<file path="src/rtl/vliw_pkg.sv">
// Shared definitions for the VLIW instruction-fetch path: word geometry,
// bundle sizing helpers and the fetch FSM state encoding.
package vliw_pkg;

  localparam int WORDBYTES = 4;
  localparam int WORDBITS  = WORDBYTES * 8;
  localparam int ADDRBITS  = 64;

  typedef enum logic [1:0] {
    IDLE = 2'd0,
    FILL = 2'd1,
    DONE = 2'd2
  } fetch_state_t;

  // Bytes in one bundle: one 32-bit word per functional unit.
  function automatic int bundle_bytes(input int nfu);
    return nfu * WORDBYTES;
  endfunction

  // Width of the lane/beat counter; never narrower than one bit.
  function automatic int beat_width(input int nfu);
    return (nfu > 1) ? $clog2(nfu) : 1;
  endfunction

endpackage

</file>
<file path="src/rtl/fetch_bundle_buffer.sv">
// One-entry bundle buffer: remembers the last filled bundle and its byte
// address so a refetch of the same bundle can be answered without memory.
// The hit output is purely combinational on the lookup address.
module fetch_bundle_buffer
  import vliw_pkg::*;
#(
  parameter int DATA_W = 64
)(
  input  logic                i_clk,
  input  logic                i_rst_n,
  input  logic                i_wr_en,
  input  logic [ADDRBITS-1:0] i_wr_tag,
  input  logic [DATA_W-1:0]   i_wr_data,
  input  logic                i_inval,
  input  logic [ADDRBITS-1:0] i_lookup_addr,
  output logic                o_hit,
  output logic [DATA_W-1:0]   o_data
);

  logic                r_valid;
  logic [ADDRBITS-1:0] r_tag;
  logic [DATA_W-1:0]   r_data;

  // Storage update; invalidate wins over a simultaneous write so modified
  // code can never be served from a stale entry.
  always_ff @(posedge i_clk or negedge i_rst_n) begin
    if (!i_rst_n) begin
      r_valid <= 1'b0;
      r_tag   <= '0;
      r_data  <= '0;
    end else begin
      if (i_wr_en) begin
        r_tag  <= i_wr_tag;
        r_data <= i_wr_data;
      end
      if (i_inval) begin
        r_valid <= 1'b0;
      end else if (i_wr_en) begin
        r_valid <= 1'b1;
      end
    end
  end

  // Combinational lookup.
  always_comb begin
    o_hit  = r_valid && (r_tag == i_lookup_addr);
    o_data = r_data;
  end

endmodule

</file>
<file path="src/rtl/ifetch_responder.sv">
// Instruction-fetch responder. Accepts a bundle fetch, answers from the
// one-entry bundle buffer when possible, otherwise reads NFU words from the
// 32-bit memory port one beat at a time, then pulses doneFetch for one cycle.
// Misaligned bundle addresses are reported through fetchFault without any
// memory access.
//
// Memory handshake: memReq is a request held high with a stable memAddr
// until memRvalid is seen at a rising edge; that edge completes the beat.
// memRvalid is ignored whenever memReq is low, and at most one beat is
// ever outstanding.
module ifetch_responder
  import vliw_pkg::*;
#(
  parameter  int NFU                  = 2,
  localparam int INSTRUCTIONSIZEBYTES = bundle_bytes(NFU),
  localparam int INSTRUCTIONSIZE      = INSTRUCTIONSIZEBYTES * 8
)(
  input  logic                       clk,
  input  logic                       rst,
  input  logic [ADDRBITS-1:0]        address,
  input  logic                       doFetch,
  output logic [INSTRUCTIONSIZE-1:0] instruction,
  output logic                       doneFetch,
  output logic                       fetchFault,
  input  logic                       invalidate,
  output logic                       memReq,
  output logic [ADDRBITS-1:0]        memAddr,
  input  logic [WORDBITS-1:0]        memRdata,
  input  logic                       memRvalid,
  output logic [1:0]                 o_dbg_state
);

  localparam int BEAT_W = beat_width(NFU);
  localparam int OFFS_W = $clog2(INSTRUCTIONSIZEBYTES);

  fetch_state_t               r_state;
  fetch_state_t               w_state_next;
  logic [BEAT_W-1:0]          r_beat;
  logic [ADDRBITS-1:0]        r_req_addr;
  logic [INSTRUCTIONSIZE-1:0] r_fill;
  logic [INSTRUCTIONSIZE-1:0] r_instruction;
  logic                       r_inval_seen;
  logic                       r_fault;
  logic                       r_mem_req;
  logic [ADDRBITS-1:0]        r_mem_addr;

  logic                       w_misaligned;
  logic                       w_buf_hit;
  logic                       w_hit;
  logic                       w_accept;
  logic                       w_last_beat;
  logic                       w_buf_wr;
  logic [INSTRUCTIONSIZE-1:0] w_buf_data;
  logic [INSTRUCTIONSIZE-1:0] w_fill_next;

  fetch_bundle_buffer #(
    .DATA_W (INSTRUCTIONSIZE)
  ) u_buf (
    .i_clk         (clk),
    .i_rst_n       (rst),
    .i_wr_en       (w_buf_wr),
    .i_wr_tag      (r_req_addr),
    .i_wr_data     (w_fill_next),
    .i_inval       (invalidate),
    .i_lookup_addr (address),
    .o_hit         (w_buf_hit),
    .o_data        (w_buf_data)
  );

  // Request classification and fill-assembly helpers.
  always_comb begin
    w_misaligned = |address[OFFS_W-1:0];
    // An invalidate arriving with the request forces a miss.
    w_hit        = w_buf_hit && !invalidate;
    w_accept     = (r_state == IDLE) && doFetch;
    w_last_beat  = (r_state == FILL) && memRvalid && (r_beat == BEAT_W'(NFU - 1));
    // A fill that saw invalidate at any point is returned but not kept.
    w_buf_wr     = w_last_beat && !r_inval_seen && !invalidate;
    w_fill_next  = r_fill;
    for (int i = 0; i < NFU; i++) begin
      if (r_beat == BEAT_W'(i)) begin
        w_fill_next[WORDBITS*i +: WORDBITS] = memRdata;
      end
    end
  end

  // FSM state register.
  always_ff @(posedge clk or negedge rst) begin
    if (!rst) begin
      r_state <= IDLE;
    end else begin
      r_state <= w_state_next;
    end
  end

  // FSM next-state logic.
  always_comb begin
    w_state_next = r_state;
    case (r_state)
      IDLE: begin
        if (doFetch) begin
          if (w_misaligned || w_hit) begin
            w_state_next = DONE;
          end else begin
            w_state_next = FILL;
          end
        end
      end
      FILL: begin
        if (w_last_beat) begin
          w_state_next = DONE;
        end
      end
      DONE:    w_state_next = IDLE;
      default: w_state_next = IDLE;
    endcase
  end

  // FSM outputs; fetchFault is only meaningful alongside doneFetch.
  always_comb begin
    doneFetch   = (r_state == DONE);
    fetchFault  = (r_state == DONE) && r_fault;
    instruction = r_instruction;
    memReq      = r_mem_req;
    memAddr     = r_mem_addr;
    o_dbg_state = r_state;
  end

  // Request latch, beat sequencing, lane assembly and result register.
  always_ff @(posedge clk or negedge rst) begin
    if (!rst) begin
      r_beat        <= '0;
      r_req_addr    <= '0;
      r_fill        <= '0;
      r_instruction <= '0;
      r_inval_seen  <= 1'b0;
      r_fault       <= 1'b0;
      r_mem_req     <= 1'b0;
      r_mem_addr    <= '0;
    end else begin
      if (w_accept) begin
        r_req_addr   <= address;
        r_inval_seen <= 1'b0;
        r_fault      <= w_misaligned;
        if (w_misaligned) begin
          r_instruction <= '0;
        end else if (w_hit) begin
          r_instruction <= w_buf_data;
        end else begin
          r_beat     <= '0;
          r_mem_req  <= 1'b1;
          r_mem_addr <= address;
        end
      end else if (r_state == FILL) begin
        if (invalidate) begin
          r_inval_seen <= 1'b1;
        end
        if (memRvalid) begin
          r_fill <= w_fill_next;
          if (w_last_beat) begin
            r_mem_req     <= 1'b0;
            r_instruction <= w_fill_next;
          end else begin
            r_beat     <= r_beat + BEAT_W'(1);
            r_mem_addr <= r_mem_addr + 64'd4;
          end
        end
      end
    end
  end

endmodule

</file>
<file path="config.mk">
export PLATFORM = sky130hd
export DESIGN_NAME = ifetch_responder
export DESIGN_NICKNAME = d
export VERILOG_FILES = /design/src/rtl/vliw_pkg.sv /design/src/rtl/fetch_bundle_buffer.sv /design/src/rtl/ifetch_responder.sv
export SDC_FILE = /design/constraint.sdc
export NUM_CORES = 1
export LEC_CHECK = 0
export ABC_AREA = 1
export CELL_PAD_IN_SITES_DETAIL_PLACEMENT = 1
export CELL_PAD_IN_SITES_GLOBAL_PLACEMENT = 1
export CORE_ASPECT_RATIO = 0.7
export CORE_MARGIN = 10
export CORE_UTILIZATION = 40
export DETAILED_ROUTE_END_ITERATION = 7
export GPL_TIMING_DRIVEN = 0
export PLACE_DENSITY = 0.9
export SLEW_MARGIN = 20
export SYNTH_ARGS = -nofsm -noshare
export SYNTH_HDL_FRONTEND = slang
export SYNTH_SLANG_ARGS = --single-unit
export TNS_END_PERCENT = 20
</file>
<file path="constraint.sdc">
create_clock -name clk -period 3.5 [get_ports clk]
set_clock_uncertainty 0.15 [all_clocks]
set_input_delay 0.35 -clock clk [delete_from_list [all_inputs] [get_ports clk]]
set_output_delay 0.35 -clock clk [all_outputs]
set_load 0.03 [all_outputs]
</file>
==> metrics.txt, run 1 <==
Port Buffers=around 230; worst setup margin=168 ps; status=completed; Hold WC Path Type=input pin to asynchronous set/reset pin; PwrDens=around 860 nW/µm²; Largest delay share family, worst path=simple AND/OR/NAND/NOR gates; Yosys reg bits=slightly below 400; CP arrival=~3700 ps; Synth Cell Area=~20000 µm²; Routed WL=just over 90000 µm; Vias per Instance=approximately 5.6; met3 Use GR=0.0810; Tmin final=about 3300 ps; Final period util=0.952; CTS H-tree depth=2; Synth warnings=0; remaining global-route overflow=0; fillers=~6200; leakage=roughly 12 nW; Synth cell types=32; M2 GR Usage=0.439; Crit-path slowest cell=clkdlybuf4s50_1; die area=59400 µm²; Worst setup EP type=register; Seq/Total Area, Yosys=0.490; fmax=roughly 300 MHz; Setup Buffers After CTS=0; Slew Limit Fails=0; Cell Chain, Critical Path=clkdlybuf4s50_1 > inv_1 > nand2_1 > nand2_1 > nor2_1 > nand2_1 > nor2_1 > nand2_1 > nor2_1 > nand3_1 > nand2_2 > buf_4 > buf_2 > nand3_1 > nand2_1; share of cells above drive strength 1=0.0523; area of the core=around 49000 µm²; cell mode on critical path=nand2_1; DP HPWL=69400 µm; Wirelength per Cell=between 20 and 25 µm; NumNets Final=around 3100; critical path's largest stage delay=640 ps; pre-CTS setup slack=-96.3 ps; Worst Tran Pin Value=between 1000 and 1500 ps; Synth Instances=approximately 2800; Std-Cell Rows=slightly below 70; CTS max path bufs=3; final hold slack=around 84 ps; GP Congestion=slightly above 1; final setup violation count=0; drt pass-1 iters=5; Final Hold Vio Count=0; DR DRC count=0; pin count of the biggest net entering global routing=99; Slew Limit Headroom=0.189; first-pass GRT wire length=approximately 140000 µm; Num Clock Sinks=a little under 400; Max VDD drop=approximately 370 µV; Root Driver=clkbuf_16; CP Buf/Inv Count=4; Synth area leader=dfrtp_1; TritonCTS clock tree=done; met1 usage=0.430; Syn Area/Cell=7.26 µm²; DR vias=20900; syn_nets=between 2000 and 3000; Initial Util=0.404; die height=207 µm; Routed Antenna Nets=0; WP data required=3860 ps; Hold Buf Count CTS=1; Top Usage Layer GRT=met2; post-CTS sizing=0; antenna violations before repair=5; top fanout value on the critical path=10; P&R area growth vs syn=23.8%; DR iter-0 viols=around 2200; clock buffer count from CTS=41; Critical Path Start Type=input pin; largest cells by area after synthesis=dfrtp_1 49%, nand2_1 21%, o21ai_0 6.8%, inv_1 6.3%, nand3_1 4.2%; Crit Path Class=input pin to register; post-synth top area share=0.490; RSZ-0062 raised after global routing=false; vias in the first global route=21600; die width=roughly 290 µm; Max Cap Violations=0; worst skew pair latency=between 500 and 600 ps; clock-pin slew on the worst setup and hold paths=roughly 60 ps; GRT Util Overall=0.300; # IOs=approximately 230
power by group:
part	switching (W)	total (W)	leakage [nW]	internal, W
sequential	0.00151	0.00789	4.75	0.00638
combinational	0.00569	0.00864	6.67	0.00295
clock	0.00198	0.00480	0.713	0.00281
area by class of cell:
type	instances	area [µm²]	area share
Sequential cell	391	9780	0.396
Multi-Input combinational cell	1885	8260	0.334
Timing Repair Buffer	238	2460	0.0995
Inverter	343	1290	0.0521
Clock buffer	60	1270	0.0514
Tap cell	665	832	0.0337
Buffer	131	629	0.0255
Clock inverter	13	178	0.00719
Antenna cell	1	2.50	0.000101
synth_stat cells (all sizes together):
library cell  instances
dfrtp               391
buf                  62
ha                    1
xor2                 24
or2                   1
o31ai                 1
xnor2                20
inv                 343
and2                  2
nand3b                1
nor3b                 2
clkbuf               69
a31oi                 1
nor2                149
nand4                23
a21oi                 3
o22ai                64
o21ai               307
nand2              1096
nor3                 23
nand3               167
layout by cell type (no fill, tap or decap), types with 24 or more instances in the layout:
cell type	n
nand2_1	1093
dfrtp_1	391
inv_1	335
o21ai_0	272
clkdlybuf4s50_1	232
nand3_1	166
nor2_1	139
clkbuf_1	73
o22ai_1	64
clkbuf_16	43
buf_2	41
o21ai_1	35
xor2_1	24
layer usage:
metal  up-vias  wire (µm)
met5         -          0
met1     10600      40400
li1       9120          -
met3       148       9400
met4         0       2450
met2       962      38400
cells by family (layout without fill, tap and decap cells):
logic type | after synthesis | count (layout) | synth area share
AO/OA/AOI/OAI | 376 | 376 | 0.0985
XOR/XNOR | 44 | 44 | 0.0193
adder cells (fa/ha/maj) | 1 | 1 | 0.000627
buffers and inverters | 474 | 785 | 0.0961
flip-flops | 391 | 391 | 0.490
other | 0 | 1 | 0
AND/OR/NAND/NOR | 1464 | 1464 | 0.295
state kept, by name, summed over array words and instances (netlist names), 2 cells and up:
signal / flops
instruction: 64
memAddr: 64
r_fill: 64
r_req_addr: 64
u_buf.o_data: 64
u_buf.r_tag: 64
o_dbg_state: 2
per-stage QoR:
step	total power, W	util	setup TNS, ps	area, µm²	cells
final	0.0213	0.500	0	24700	3727
after global routing	0.0225	0.500	0	24700	3726
after CTS	0.0213	0.500	0	24700	3726
after detailed placement	0.0163	0.471	-165	23200	3652
after global placement	0.0158	0.468	-6078840	23100	3648
after floorplan	0.0125	-	0	20000	2750
path summary, 6_finish.rpt:
check	startpoint	to	slack, ps	cells past startpoint
min in group clk	address[16]	r_req_addr[16]	280	3
max in group asynchronous	rst	u_buf.o_data[51]	1330	5
worst min register to register	instruction[49]	instruction[49]	320	2
worst max register to register	u_buf.r_tag[49]	instruction[5]	220	13
worst max-delay path	address[32]	instruction[5]	170	15
worst min-delay path	rst	memAddr[18]	80	2
Note: power is estimated with default switching activity, not from simulation.
==> run 2: changes to the inputs <==
--- a/config.mk
+++ b/config.mk
@@ -13,9 +13,10 @@
 export CORE_UTILIZATION = 40
 export DETAILED_ROUTE_END_ITERATION = 7
 export GPL_TIMING_DRIVEN = 0
-export PLACE_DENSITY = 0.9
+export PLACE_DENSITY = 0.89
 export SLEW_MARGIN = 20
 export SYNTH_ARGS = -nofsm -noshare
 export SYNTH_HDL_FRONTEND = slang
+export SYNTH_HIERARCHICAL = 1
 export SYNTH_SLANG_ARGS = --single-unit
 export TNS_END_PERCENT = 20
==> metrics.txt, run 2 <==
status=completed (unchanged); Port Buffers=233 (unchanged); Max VDD drop=394 µV (was 373 µV); top fanout value on the critical path=11 (was 10); pre-CTS setup slack=-75.1 ps (was -96.3 ps); Syn Area/Cell=7.65 µm² (was 7.26 µm²); clock buffer count from CTS=42 (was 41); NumNets Final=2960 (was 3133); Routed WL=85700 µm (was 90600 µm); CTS max path bufs=3 (unchanged); uppermost layer routed=met5 (was met4); number of synthesized flops with an enable pin=0 (unchanged); Yosys reg bits=391 (unchanged); first-pass GRT wire length=128000 µm (was 136000 µm); Crit Path Class=input pin to register (unchanged); area of the multi-input gates=8380 µm² (was 8260 µm²); WP data required=3770 ps (was 3860 ps); syn_nets=2678 (was 2852); RSZ-0062 raised after global routing=false (unchanged); largest cells by area after synthesis=dfrtp_1 50%, nand2_1 20%, inv_1 4.4%, o21ai_0 4.4%, nor2_1 4.2% (was dfrtp_1 49%, nand2_1 21%, o21ai_0 6.8%, inv_1 6.3%, nand3_1 4.2%); Vias per Instance=5.50 (was 5.59); cell mode on critical path=nor2_1 (was nand2_1); Synth area leader=dfrtp_1 (unchanged); P_sw=0.00969 W (was 0.00918 W); ys async rst share=1.00 (unchanged); CTS H-tree depth=2 (unchanged); PwrDens=911 nW/µm² (was 863 nW/µm²); DR DRC count=0 (unchanged); Final Hold Vio Count=0 (unchanged); die width=285 µm (was 287 µm); CP Buf/Inv Count=6 (was 4); DP HPWL=66200 µm (was 69400 µm); P&R area growth vs syn=23.7% (was 23.8%); Setup Buffers After CTS=0 (unchanged); Synth warnings=6 (was 0); Routed Antenna Nets=0 (unchanged); antenna violations before repair=3 (was 5); remaining global-route overflow=0 (unchanged); TritonCTS clock tree=done (unchanged); DR vias=19500 (was 20900); Final period util=0.909 (was 0.952); prevailing post-synth register cell=dfrtp_1 (unchanged); DR iter-0 viols=2000 (was 2204); final hold slack=183 ps (was 83.6 ps); Seq/Total Area, Yosys=0.497 (was 0.490); Worst setup EP type=register (unchanged); Root Driver=clkbuf_16 (unchanged); drt pass-1 iters=5 (unchanged); clock-pin slew on the worst setup and hold paths=60 ps (about the same); Worst Tran Pin Value=1120 ps (was 1210 ps); post-CTS sizing=0 (unchanged); pin count of the biggest net entering global routing=100 (was 99); die height=206 µm (was 207 µm); Register Area=9780 µm² (unchanged); worst setup margin=318 ps (was 168 ps); worst skew pair latency=570 ps (was 580 ps); Max Cap Violations=0 (unchanged); Fin Setup TNS=0 ps (unchanged); Tmin final=3180 ps (was 3330 ps); Crit-path slowest cell=clkdlybuf4s50_1 (unchanged); Wirelength per Cell=24.2 µm (was 24.3 µm); Clock power frac=0.208 (was 0.225); # IOs=234 (unchanged); Synth cell types=40 (was 32); switching share of power=0.436 (was 0.431); placed inst area=23000 µm² (was 23200 µm²); vias in the first global route=20600 (was 21600); fillers=5987 (was 6152); WL met1=39000 µm (was 40400 µm); Synth Instances=2576 (was 2750); Met3 Wirelength=8450 µm (was 9400 µm); leakage=11.9 nW (was 12.1 nW); critical path's largest stage delay=570 ps (was 640 ps); area of the core=48300 µm² (was 49300 µm²); GP Congestion=0.964 (was 1.01); Hold WC Path Type=input pin to asynchronous set/reset pin (unchanged); P_int=0.0125 W (was 0.0121 W); GRT Util Overall=0.286 (was 0.300); Synth Cell Area=19700 µm² (was 20000 µm²); Slew Limit Headroom=0.248 (was 0.189); Logic pwr share=0.425 (was 0.405); Power, Total=0.0222 W (was 0.0213 W); post-route cell area=24400 µm² (was 24700 µm²); Cell Chain, Critical Path=clkdlybuf4s50_1 > nand2_1 > nand2_1 > inv_1 > nand2_1 > nor2_1 > nand2_1 > nor2_1 > nand3_1 > nor2_1 > inv_1 > nor2_1 > nor2_1 > nand2_2 > inv_2 > a21oi_2 > buf_4 > buf_2 > a21oi_1 (was clkdlybuf4s50_1 > inv_1 > nand2_1 > nand2_1 > nor2_1 > nand2_1 > nor2_1 > nand2_1 > nor2_1 > nand3_1 > nand2_2 > buf_4 > buf_2 > nand3_1 > nand2_1); final setup violation count=0 (unchanged); commonest non-fill, non-tap cell in the layout=nand2_1 (unchanged); CP arrival=3450 ps (was 3690 ps); most frequent cell after synthesis=nand2_1 (unchanged); post-synth top area share=0.497 (was 0.490); Largest delay share family, worst path=simple AND/OR/NAND/NOR gates (unchanged); share of cells above drive strength 1=0.0918 (was 0.0523); Critical Path Start Type=input pin (unchanged); Initial Util=0.408 (was 0.404); fmax=314 MHz (was 300 MHz); Num Clock Sinks=391 (unchanged); die area=58700 µm² (was 59400 µm²); Sequential Power Share=0.367 (was 0.370); Commonest cells post-synth=1026 x nand2_1, 391 x dfrtp_1, 233 x inv_1 (was 1093 x nand2_1, 391 x dfrtp_1, 335 x inv_1); Std-Cell Rows=67 (was 68); met2 routed WL=36700 µm (was 38400 µm); Slew Limit Fails=0 (unchanged); commonest cells after routing, fill and taps aside=1026 x nand2_1, 391 x dfrtp_1, 233 x inv_1, 232 x clkdlybuf4s50_1, 222 x nor2_1 (was 1093 x nand2_1, 391 x dfrtp_1, 335 x inv_1, 272 x o21ai_0, 232 x clkdlybuf4s50_1)
==> run 2: cell types whose count changed in the layout (fill, tap and decap cells not counted), moves of 36 or more <==
cell	previous run	this run
inv_1	335	233
nand2_1	1093	1026
a22oi_1	0	65
o21ai_0	272	173
o22ai_1	64	6
nand3_1	166	59
a21oi_1	3	86
clkbuf_1	73	37
nor2_1	139	222
==> run 2: metal layers <==
metal,global-route usage,vias to the layer above
met5,0,-
met4,0.0628,4
met3,0.0873,105
met2,0.422,730
met1,0.405,9992
li1,-,8666
==> run 2: kinds of logic (layout without fill, tap and decap cells) <==
kind of cell | after synthesis | in the layout | share of synthesized area
simple gates | 1357 | 1357 | 0.270
compound gates | 426 | 426 | 0.131
flops | 391 | 391 | 0.497
buf+inv | 357 | 668 | 0.0779
mux | 27 | 27 | 0.0154
xor+xnor | 17 | 17 | 0.00756
fa+ha+maj | 1 | 1 | 0.000635
other cells | 0 | 2 | 0
==> run 2: layout make-up <==
cell class                      count  area share
Tap cell                          655      0.0336
Buffer                            118      0.0262
Multi-Input combinational cell   1828       0.344
Timing Repair Buffer              238       0.101
Sequential cell                   391       0.402
Inverter                          239      0.0368
Clock buffer                       64      0.0523
Antenna cell                        2    0.000205
Clock inverter                      9     0.00467
==> run 2: through the flow <==
stage / instances / util
3_3_place_gp: 3464 / 0.473
4_1_cts: 3542 / 0.505
3_5_place_dp: 3468 / 0.476
2_1_floorplan: 2576 / -
6_report: 3544 / 0.505
5_1_grt: 3542 / 0.505
==> run 2: power by group through the flow <==
stage / Sequential [W] / Combinational, W / Clock [W]
floorplan: 0.00909 / 0.00418 / 0
global placement: 0.00804 / 0.00886 / 0
detailed placement: 0.00814 / 0.00929 / 0
CTS: 0.00810 / 0.00940 / 0.00468
global route: 0.00834 / 0.0103 / 0.00486
finish: 0.00815 / 0.00944 / 0.00462
==> run 2: path summary, 6_finish.rpt <==
check,start,to,slack (ps),cells past startpoint
hold / removal,rst,memAddr[12],180,2
setup reg to reg,u_buf/r_tag[19],instruction[12],390,19
min in group clk,invalidate,u_buf/r_valid,270,2
max in group asynchronous,rst,instruction[50],1560,4
hold reg to reg,r_req_addr[46],u_buf/r_tag[46],330,2
setup / recovery,address[19],instruction[12],320,19
==> run 2: worst reg2reg max path: cells and delay by family (launching register included) <==
family	cells	cell delay [ps]
simple gates	11	1340
buf+inv	6	850
flops	1	330
compound gates	2	290
==> run 2: timing repair <==
action                                 in CTS  in global routing
hold buffers                                1                  0
endpoints found under the hold margin      59                  0
setup endpoints to repair                   0                  0
==> run 3: changes to the inputs <==
--- a/config.mk
+++ b/config.mk
@@ -13,6 +13,7 @@
 export CORE_UTILIZATION = 40
 export DETAILED_ROUTE_END_ITERATION = 7
 export GPL_TIMING_DRIVEN = 0
+export HOLD_SLACK_MARGIN = 0.15
 export PLACE_DENSITY = 0.89
 export SLEW_MARGIN = 20
 export SYNTH_ARGS = -nofsm -noshare
==> results of run 3 <==
No change in the layout: final DEF, timing and power equal those of run 2.
